`config.mk`:
```
export PLATFORM = sky130hd
export DESIGN_NAME = reg_writeback_arbiter_flat
export DESIGN_NICKNAME = d
export VERILOG_FILES = /design/src/rtl/reg_writeback_arbiter_if.sv /design/src/rtl/reg_writeback_arbiter.sv /design/src/flat_wrapper.sv
export SDC_FILE = /design/constraint.sdc
export NUM_CORES = 1
export LEC_CHECK = 0
export ABC_AREA = 1
export CORE_MARGIN = 2
export CORE_UTILIZATION = 28
export DETAILED_ROUTE_END_ITERATION = 8
export GPL_ROUTABILITY_DRIVEN = 1
export PLACE_DENSITY = 0.57
export SETUP_SLACK_MARGIN = 0.4
export SYNTH_ARGS = -nofsm -noshare
export SYNTH_HDL_FRONTEND = slang
export SYNTH_SLANG_ARGS = --single-unit
```
`constraint.sdc`:
```
create_clock -name Clk -period 3.6 [get_ports Clk]
set_input_delay 0.36 -clock Clk [delete_from_list [all_inputs] [get_ports Clk]]
set_output_delay 0.36 -clock Clk [all_outputs]
set_load 0.005 [all_outputs]
```
`src/rtl/reg_writeback_arbiter_if.sv`:
```
// -----------------------------------------------------------------------------
// reg_writeback_arbiter_if
//   Bundles the writeback arbiter's source, scoreboard and register-file signals.
//   The arbiter connects through the 'slave' modport. The surrounding pipeline
//   (or a testbench) connects through the 'master' modport.
//
//   Signals:
//     aluValid/aluReg/aluData   single-cycle ALU result         (master -> slave)
//     aluReady                  ALU result accepted this cycle  (slave -> master)
//     memValid/memReg/memData   long-latency return             (master -> slave)
//     memReady                  return FIFO can accept          (slave -> master)
//     claimValid/claimReg       long-latency op issued          (master -> slave)
//     busy[31:0]                pending-write scoreboard        (slave -> master)
//     regWen/writeReg/writeData registered write-port controls  (slave -> master)
//     fifoCount                 current return-FIFO occupancy   (slave -> master)
//     errUnclaimed              sticky: return to non-busy reg  (slave -> master)
// -----------------------------------------------------------------------------
interface reg_writeback_arbiter_if #(
    parameter int DEPTH = 4,
    parameter int CW    = $clog2(DEPTH + 1)
);
    logic          aluValid;
    logic [4:0]    aluReg;
    logic [31:0]   aluData;
    logic          aluReady;

    logic          memValid;
    logic [4:0]    memReg;
    logic [31:0]   memData;
    logic          memReady;

    logic          claimValid;
    logic [4:0]    claimReg;
    logic [31:0]   busy;

    logic          regWen;
    logic [4:0]    writeReg;
    logic [31:0]   writeData;
    logic [CW-1:0] fifoCount;
    logic          errUnclaimed;

    modport master (
        output aluValid, aluReg, aluData,
        output memValid, memReg, memData,
        output claimValid, claimReg,
        input  aluReady, memReady, busy,
        input  regWen, writeReg, writeData, fifoCount, errUnclaimed
    );

    modport slave (
        input  aluValid, aluReg, aluData,
        input  memValid, memReg, memData,
        input  claimValid, claimReg,
        output aluReady, memReady, busy,
        output regWen, writeReg, writeData, fifoCount, errUnclaimed
    );
endinterface

```
`src/rtl/reg_writeback_arbiter.sv`:
```
// -----------------------------------------------------------------------------
// reg_writeback_arbiter
//   Single write-port producer for the 32x32 register file. It merges
//   single-cycle ALU results with variable-latency load/multiply returns. The
//   returns are buffered in a DEPTH-entry FIFO. The register file samples the
//   registered regWen/writeReg/writeData on the falling edge. A pending-write
//   scoreboard (busy) lets issue logic stall on registers with an outstanding
//   long-latency write.
//
//   Ports:
//     Clk  single clock, all state on posedge
//     Rst  asynchronous active-low reset
//     bus  reg_writeback_arbiter_if.slave (see interface file for signal list)
//
//   Priority: a full FIFO forces its head out, ahead of the ALU. Otherwise the
//   ALU wins. Otherwise a non-empty FIFO drains.
// -----------------------------------------------------------------------------
module reg_writeback_arbiter #(
    parameter int DEPTH = 4,
    parameter int CW    = $clog2(DEPTH + 1)
) (
    input  logic                     Clk,
    input  logic                     Rst,
    reg_writeback_arbiter_if.slave   bus
);
    localparam int AW = $clog2(DEPTH);

    // Return FIFO storage and control
    logic [4:0]    fifo_reg_q  [DEPTH];
    logic [31:0]   fifo_data_q [DEPTH];
    logic [AW-1:0] wr_ptr_q, wr_ptr_d;
    logic [AW-1:0] rd_ptr_q, rd_ptr_d;
    logic [CW-1:0] count_q, count_d;

    // Write-port and status registers
    logic          regwen_q, regwen_d;
    logic [4:0]    wreg_q,   wreg_d;
    logic [31:0]   wdata_q,  wdata_d;
    logic [31:0]   busy_q,   busy_d;
    logic          err_q,    err_d;

    logic          full, empty, push, pop, alu_win;
    logic [4:0]    head_reg;
    logic [31:0]   head_data;

    assign full      = (count_q == CW'(DEPTH));
    assign empty     = (count_q == '0);
    assign alu_win   = !full && bus.aluValid;
    assign pop       = full || (!bus.aluValid && !empty);
    assign push      = bus.memValid && !full;
    assign head_reg  = fifo_reg_q[rd_ptr_q];
    assign head_data = fifo_data_q[rd_ptr_q];

    always_comb begin
        // NOTE: every signal gets a default before any branch, so no path leaves one unassigned and no latch is inferred.
        wr_ptr_d = wr_ptr_q + AW'(push);
        rd_ptr_d = rd_ptr_q + AW'(pop);
        count_d  = count_q + CW'(push) - CW'(pop);
        regwen_d = 1'b0;
        wreg_d   = wreg_q;
        wdata_d  = wdata_q;
        busy_d   = busy_q;
        err_d    = err_q;

        if (alu_win) begin
            regwen_d = (bus.aluReg != 5'd0);
            wreg_d   = bus.aluReg;
            wdata_d  = bus.aluData;
        end else if (pop) begin
            regwen_d = (head_reg != 5'd0);
            wreg_d   = head_reg;
            wdata_d  = head_data;
            busy_d[head_reg] = 1'b0;
        end

        // Applied after the clear so a same-cycle set on the same register wins.
        if (bus.claimValid && bus.claimReg != 5'd0)
            busy_d[bus.claimReg] = 1'b1;
        busy_d[0] = 1'b0;

        // A claim arriving alongside its own return counts as a valid claim.
        if (push && bus.memReg != 5'd0 && !busy_q[bus.memReg] &&
            !(bus.claimValid && bus.claimReg == bus.memReg))
            err_d = 1'b1;
    end

    // NOTE: storage has no reset; count and pointers define which entries are valid, so stale contents are never read.
    always_ff @(posedge Clk) begin
        if (push) begin
            fifo_reg_q[wr_ptr_q]  <= bus.memReg;
            fifo_data_q[wr_ptr_q] <= bus.memData;
        end
    end

    // NOTE: non-blocking assignments make every register sample pre-edge values, independent of statement order.
    always_ff @(posedge Clk or negedge Rst) begin
        if (!Rst) begin
            wr_ptr_q <= '0;
            rd_ptr_q <= '0;
            count_q  <= '0;
            regwen_q <= 1'b0;
            wreg_q   <= '0;
            wdata_q  <= '0;
            busy_q   <= '0;
            err_q    <= 1'b0;
        end else begin
            wr_ptr_q <= wr_ptr_d;
            rd_ptr_q <= rd_ptr_d;
            count_q  <= count_d;
            regwen_q <= regwen_d;
            wreg_q   <= wreg_d;
            wdata_q  <= wdata_d;
            busy_q   <= busy_d;
            err_q    <= err_d;
        end
    end

    assign bus.aluReady     = !full;
    assign bus.memReady     = !full;
    assign bus.busy         = busy_q;
    assign bus.regWen       = regwen_q;
    assign bus.writeReg     = wreg_q;
    assign bus.writeData    = wdata_q;
    assign bus.fifoCount    = count_q;
    assign bus.errUnclaimed = err_q;

endmodule

```
`src/flat_wrapper.sv`:
```
// flat-port wrapper written by rule: the top's interface ports become plain ports
module reg_writeback_arbiter_flat 
#(
    parameter int DEPTH = 4,
    parameter int CW    = $clog2(DEPTH + 1)
)
  (Clk, Rst, bus_aluValid, bus_aluReg, bus_aluData, bus_memValid, bus_memReg, bus_memData, bus_claimValid, bus_claimReg, bus_aluReady, bus_memReady, bus_busy, bus_regWen, bus_writeReg, bus_writeData, bus_fifoCount, bus_errUnclaimed);
  reg_writeback_arbiter_if #(.DEPTH(DEPTH), .CW(CW)) bus_i ();
  input  logic Clk;
  input  logic Rst;
  input wire logic [$bits(bus_i.aluValid)-1:0] bus_aluValid;
  input wire logic [$bits(bus_i.aluReg)-1:0] bus_aluReg;
  input wire logic [$bits(bus_i.aluData)-1:0] bus_aluData;
  input wire logic [$bits(bus_i.memValid)-1:0] bus_memValid;
  input wire logic [$bits(bus_i.memReg)-1:0] bus_memReg;
  input wire logic [$bits(bus_i.memData)-1:0] bus_memData;
  input wire logic [$bits(bus_i.claimValid)-1:0] bus_claimValid;
  input wire logic [$bits(bus_i.claimReg)-1:0] bus_claimReg;
  output wire logic [$bits(bus_i.aluReady)-1:0] bus_aluReady;
  output wire logic [$bits(bus_i.memReady)-1:0] bus_memReady;
  output wire logic [$bits(bus_i.busy)-1:0] bus_busy;
  output wire logic [$bits(bus_i.regWen)-1:0] bus_regWen;
  output wire logic [$bits(bus_i.writeReg)-1:0] bus_writeReg;
  output wire logic [$bits(bus_i.writeData)-1:0] bus_writeData;
  output wire logic [$bits(bus_i.fifoCount)-1:0] bus_fifoCount;
  output wire logic [$bits(bus_i.errUnclaimed)-1:0] bus_errUnclaimed;
  assign bus_i.aluValid = bus_aluValid;
  assign bus_i.aluReg = bus_aluReg;
  assign bus_i.aluData = bus_aluData;
  assign bus_i.memValid = bus_memValid;
  assign bus_i.memReg = bus_memReg;
  assign bus_i.memData = bus_memData;
  assign bus_i.claimValid = bus_claimValid;
  assign bus_i.claimReg = bus_claimReg;
  assign bus_aluReady = bus_i.aluReady;
  assign bus_memReady = bus_i.memReady;
  assign bus_busy = bus_i.busy;
  assign bus_regWen = bus_i.regWen;
  assign bus_writeReg = bus_i.writeReg;
  assign bus_writeData = bus_i.writeData;
  assign bus_fifoCount = bus_i.fifoCount;
  assign bus_errUnclaimed = bus_i.errUnclaimed;
  reg_writeback_arbiter #(.DEPTH(DEPTH), .CW(CW)) u_core (.Clk(Clk), .Rst(Rst), .bus(bus_i));
endmodule
```
==> flow_summary.toml <==
[run_status]
status = "finished, final reports clean"

[yosys]
synth_cell_types = 36
yosys.area_share.xor_xnor_pct = 0.366
synth_area_per_cell_sq_um = 10.9
synth_compound_area_share_pct = 12.8
synth.most_common_cell = "edfxtp_1"
netlist_instances = 881
netlist_top_cells_count = "148 x edfxtp_1, 130 x nand2_1, 103 x nor2_1"
synthMuxAreaShare_pct = 0
synth_area_sq_mm = 0.00957
synth_fa_ha_area_share_pct = 0.732
yosys.area.top_type = "edfxtp_1"
synth_top_area_share_pct = 46.4
yosysSeqAreaShare_pct = 66.6
synth_edf_count = 148
synth_flop_cell = "edfxtp_1"
yosys.area_share.simple_pct = 14.5
synth-async-reset-ratio_pct = 34.2
yosys-top-cells-area = "edfxtp_1 46%, dfrtp_1 20%, o21ai_0 5.2%"
synth_top_family_by_area = "simple AND/OR/NAND/NOR gates"
synth_nets = 970
synth_seq_cells = 225
yosysWarnings = 0

[floorplanning]
rows = 67
initial_core_util_pct = 28.5
die-area_sq_mm = 0.0357
core_area_sq_mm = 0.0336
dieWidth_um = 189
die_y_um = 189
io_pins = 160

[sta]
slew_viol_final = 0
finalSetupViolations = 0
slew_headroom_pct = 44.1
worstMarginPinSlew_ns = 0.837
rsz0062_at_grt = "no"
skew_ns = 0.00944
fin_crit_sh_pct = 62.4
period_minus_slack_ns = 2.25
hold_ws_ns = 0.454
fmax_mhz = 445
hold_viol = 0

[job]
drv_cap = 0

[clock_tree]
cts_resized = 0
root_buffer = "clkbuf_16"
clk_latency_ns = 0.53
post_cts_buffers = 0
clock-sinks = 225
cts_tree = "built"
path_clk_slew_ns = 0.06
htreeDepth = 1
cts_buffers = 25
ctsHoldBuffers = 1
cts.path.max_buffers = 3

[placement]
dp_hpwl_um = 16600
port_buffers = 158
dp_cells = 1461
gp_congestion = 0.865
place_area_sq_mm = 0.0116

[route]
antenna_left = 0
vias = 7081
drcViolationCount = 0
wire_per_inst_um = 17.5
firstDrtPassIters = 5
vias_per_cell = 4.69
wirelength_um = 26400
drt_iter0_drc = 497

[worst_setup_path]
crit_required_ns = 4.00
worst_ep_arrival_time_ns = 2.65
r2r_end = "u_core.bus.fifoCount[2]$_DFF_PN0_"
crit_fanout = 7
rr_worst_depth = 10
reg2reg_from = "u_core.bus.fifoCount[1]$_DFF_PN0_"
critPathKind = "reg -> reg"
cp-end-kind = "flop"
slowest_stage = "dfrtp_1"
r2r_setup_slack_ns = 1.35
cp-start-kind = "flop"
max_stage_delay_ns = 0.42
path_cells = "nor2_2 -> nand2_2 -> nand2_1 -> nand2_2 -> inv_2 -> ha_1 -> inv_1 -> ha_1 -> fa_1 -> xor2_1"

[cells_and_area]
nFillCells = 3289
syn2layout_area_growth_pct = 31.1
stdcell_area_sq_mm = 0.0125
drive_gt1_share_pct = 10.7
final_nets = 1130
stdcell_count = 1509

[pwr]
power_mw = 10.6
power_leakage_nw = 4.67
ir_drop_mv = 0.533
power.density_mw_per_mm2 = 848

[global_route]
antenna_found_initial = 3
grt_pass1_vias = 6914
grt.overflow.total = 0
grt_pass1_wl_um = 40500
grt_use_total_pct = 14.5
grt_max_degree = 76

[worst_hold_path]
hold_path_class = "in -> async"
==> where the power goes <==
part	internal (mW)	total, mW	switching, mW	leakage [nW]
Sequential	3.58	3.98	0.402	2.26
Combinational	1.62	3.93	2.31	1.97
Clock	1.67	2.73	1.05	0.443
Total	6.87	10.6	3.76	4.67
==> metal layers <==
metal	GRT usage, %	up-vias	share of wire [%]
li1	-	3380	-
met1	19.0	3466	43
met2	25.3	203	50
met3	1.93	30	5.1
met4	3.76	2	1.8
met5	0	-	0.049
==> per-stage QoR <==
stage          setup WS (ns)  TNS [ns]  utilization (%)
3_3_place_gp            1.07         0             34.6
6_report                1.35         0             37.3
5_1_grt                 1.21         0             37.3
4_1_cts                 1.34         0             37.3
3_5_place_dp            1.05         0             34.6
2_1_floorplan         -0.112    -16.56                -
==> cell type report <==
| cell class | instances | area (sq um) | share of cell area [%] |
|---|---|---|---|
| diodes | 1 | 2.50 | 0.0199 |
| inverters | 64 | 245 | 1.95 |
| clock inverters | 19 | 236 | 1.88 |
| repair buffers | 177 | 1720 | 13.7 |
| well taps | 448 | 561 | 4.47 |
| multi-input cells | 548 | 2750 | 21.9 |
| clock buffers | 27 | 653 | 5.20 |
| flip-flops and latches | 225 | 6370 | 50.8 |
==> sequential cells by signal, summed over array words and instances, names as in the netlist <==
name	cells
u_core.rd_ptr_q	2
u_core.bus.fifoCount	3
u_core.bus.errUnclaimed	1
u_core.bus.writeReg	5
u_core.fifo_data_q	128
u_core.bus.busy	31
u_core.fifo_reg_q	20
u_core.bus.regWen	1
u_core.bus.writeData	32
u_core.wr_ptr_q	2
==> critical path: cells and delay by family, from the launching register on <==
family | cells | cell delay (ns)
DFF | 1 | 0.42
buffers and inverters | 2 | 0.17
and+or+nand+nor | 4 | 0.49
adders and majority gates | 3 | 0.87
xor gates and xnor gates | 1 | 0.17
==> worst max path at each step <==
stage	start	end
2_1_floorplan	u_core.bus.fifoCount[1]$_DFF_PN0_	u_core.fifo_data_q[0][0]$_DFFE_PP_
3_3_place_gp	bus_aluValid	u_core.bus.fifoCount[2]$_DFF_PN0_
3_5_place_dp	bus_aluValid	u_core.bus.fifoCount[2]$_DFF_PN0_
4_1_cts	u_core.bus.fifoCount[1]$_DFF_PN0_	u_core.bus.fifoCount[2]$_DFF_PN0_
5_1_grt	u_core.bus.fifoCount[1]$_DFF_PN0_	u_core.bus.fifoCount[2]$_DFF_PN0_
6_report	u_core.bus.fifoCount[1]$_DFF_PN0_	u_core.bus.fifoCount[2]$_DFF_PN0_
==> logic make-up after synthesis <==
kind of cell	after synthesis
simple gates	309
flops	225
compound gates	229
buf+inv	108
xor+xnor	4
fa+ha+maj	5
other cells	1
==> cells in the final DEF (no fill, tap or decap), types with 3 or more instances in the layout <==
master	netlist	layout
clkinv_1	2	3
inv_2	8	8
clkinv_2	0	8
nand2_1	130	130
clkdlybuf4s50_1	0	157
o21ai_1	84	84
bufinv_16	0	5
nor3_2	0	4
xor2_1	3	3
buf_4	3	19
nand3_1	35	35
o21ai_0	99	99
nand3_2	5	5
nor2_4	2	3
ha_1	4	4
nor3_1	12	8
nor2_1	103	102
clkbuf_16	0	25
clkinv_4	0	3
dfrtp_1	77	75
edfxtp_1	148	148
nand2_2	7	7
nor2_2	5	5
nand2_4	7	7
o22ai_1	35	35
inv_1	52	52
(Power assumes the default switching activity.)
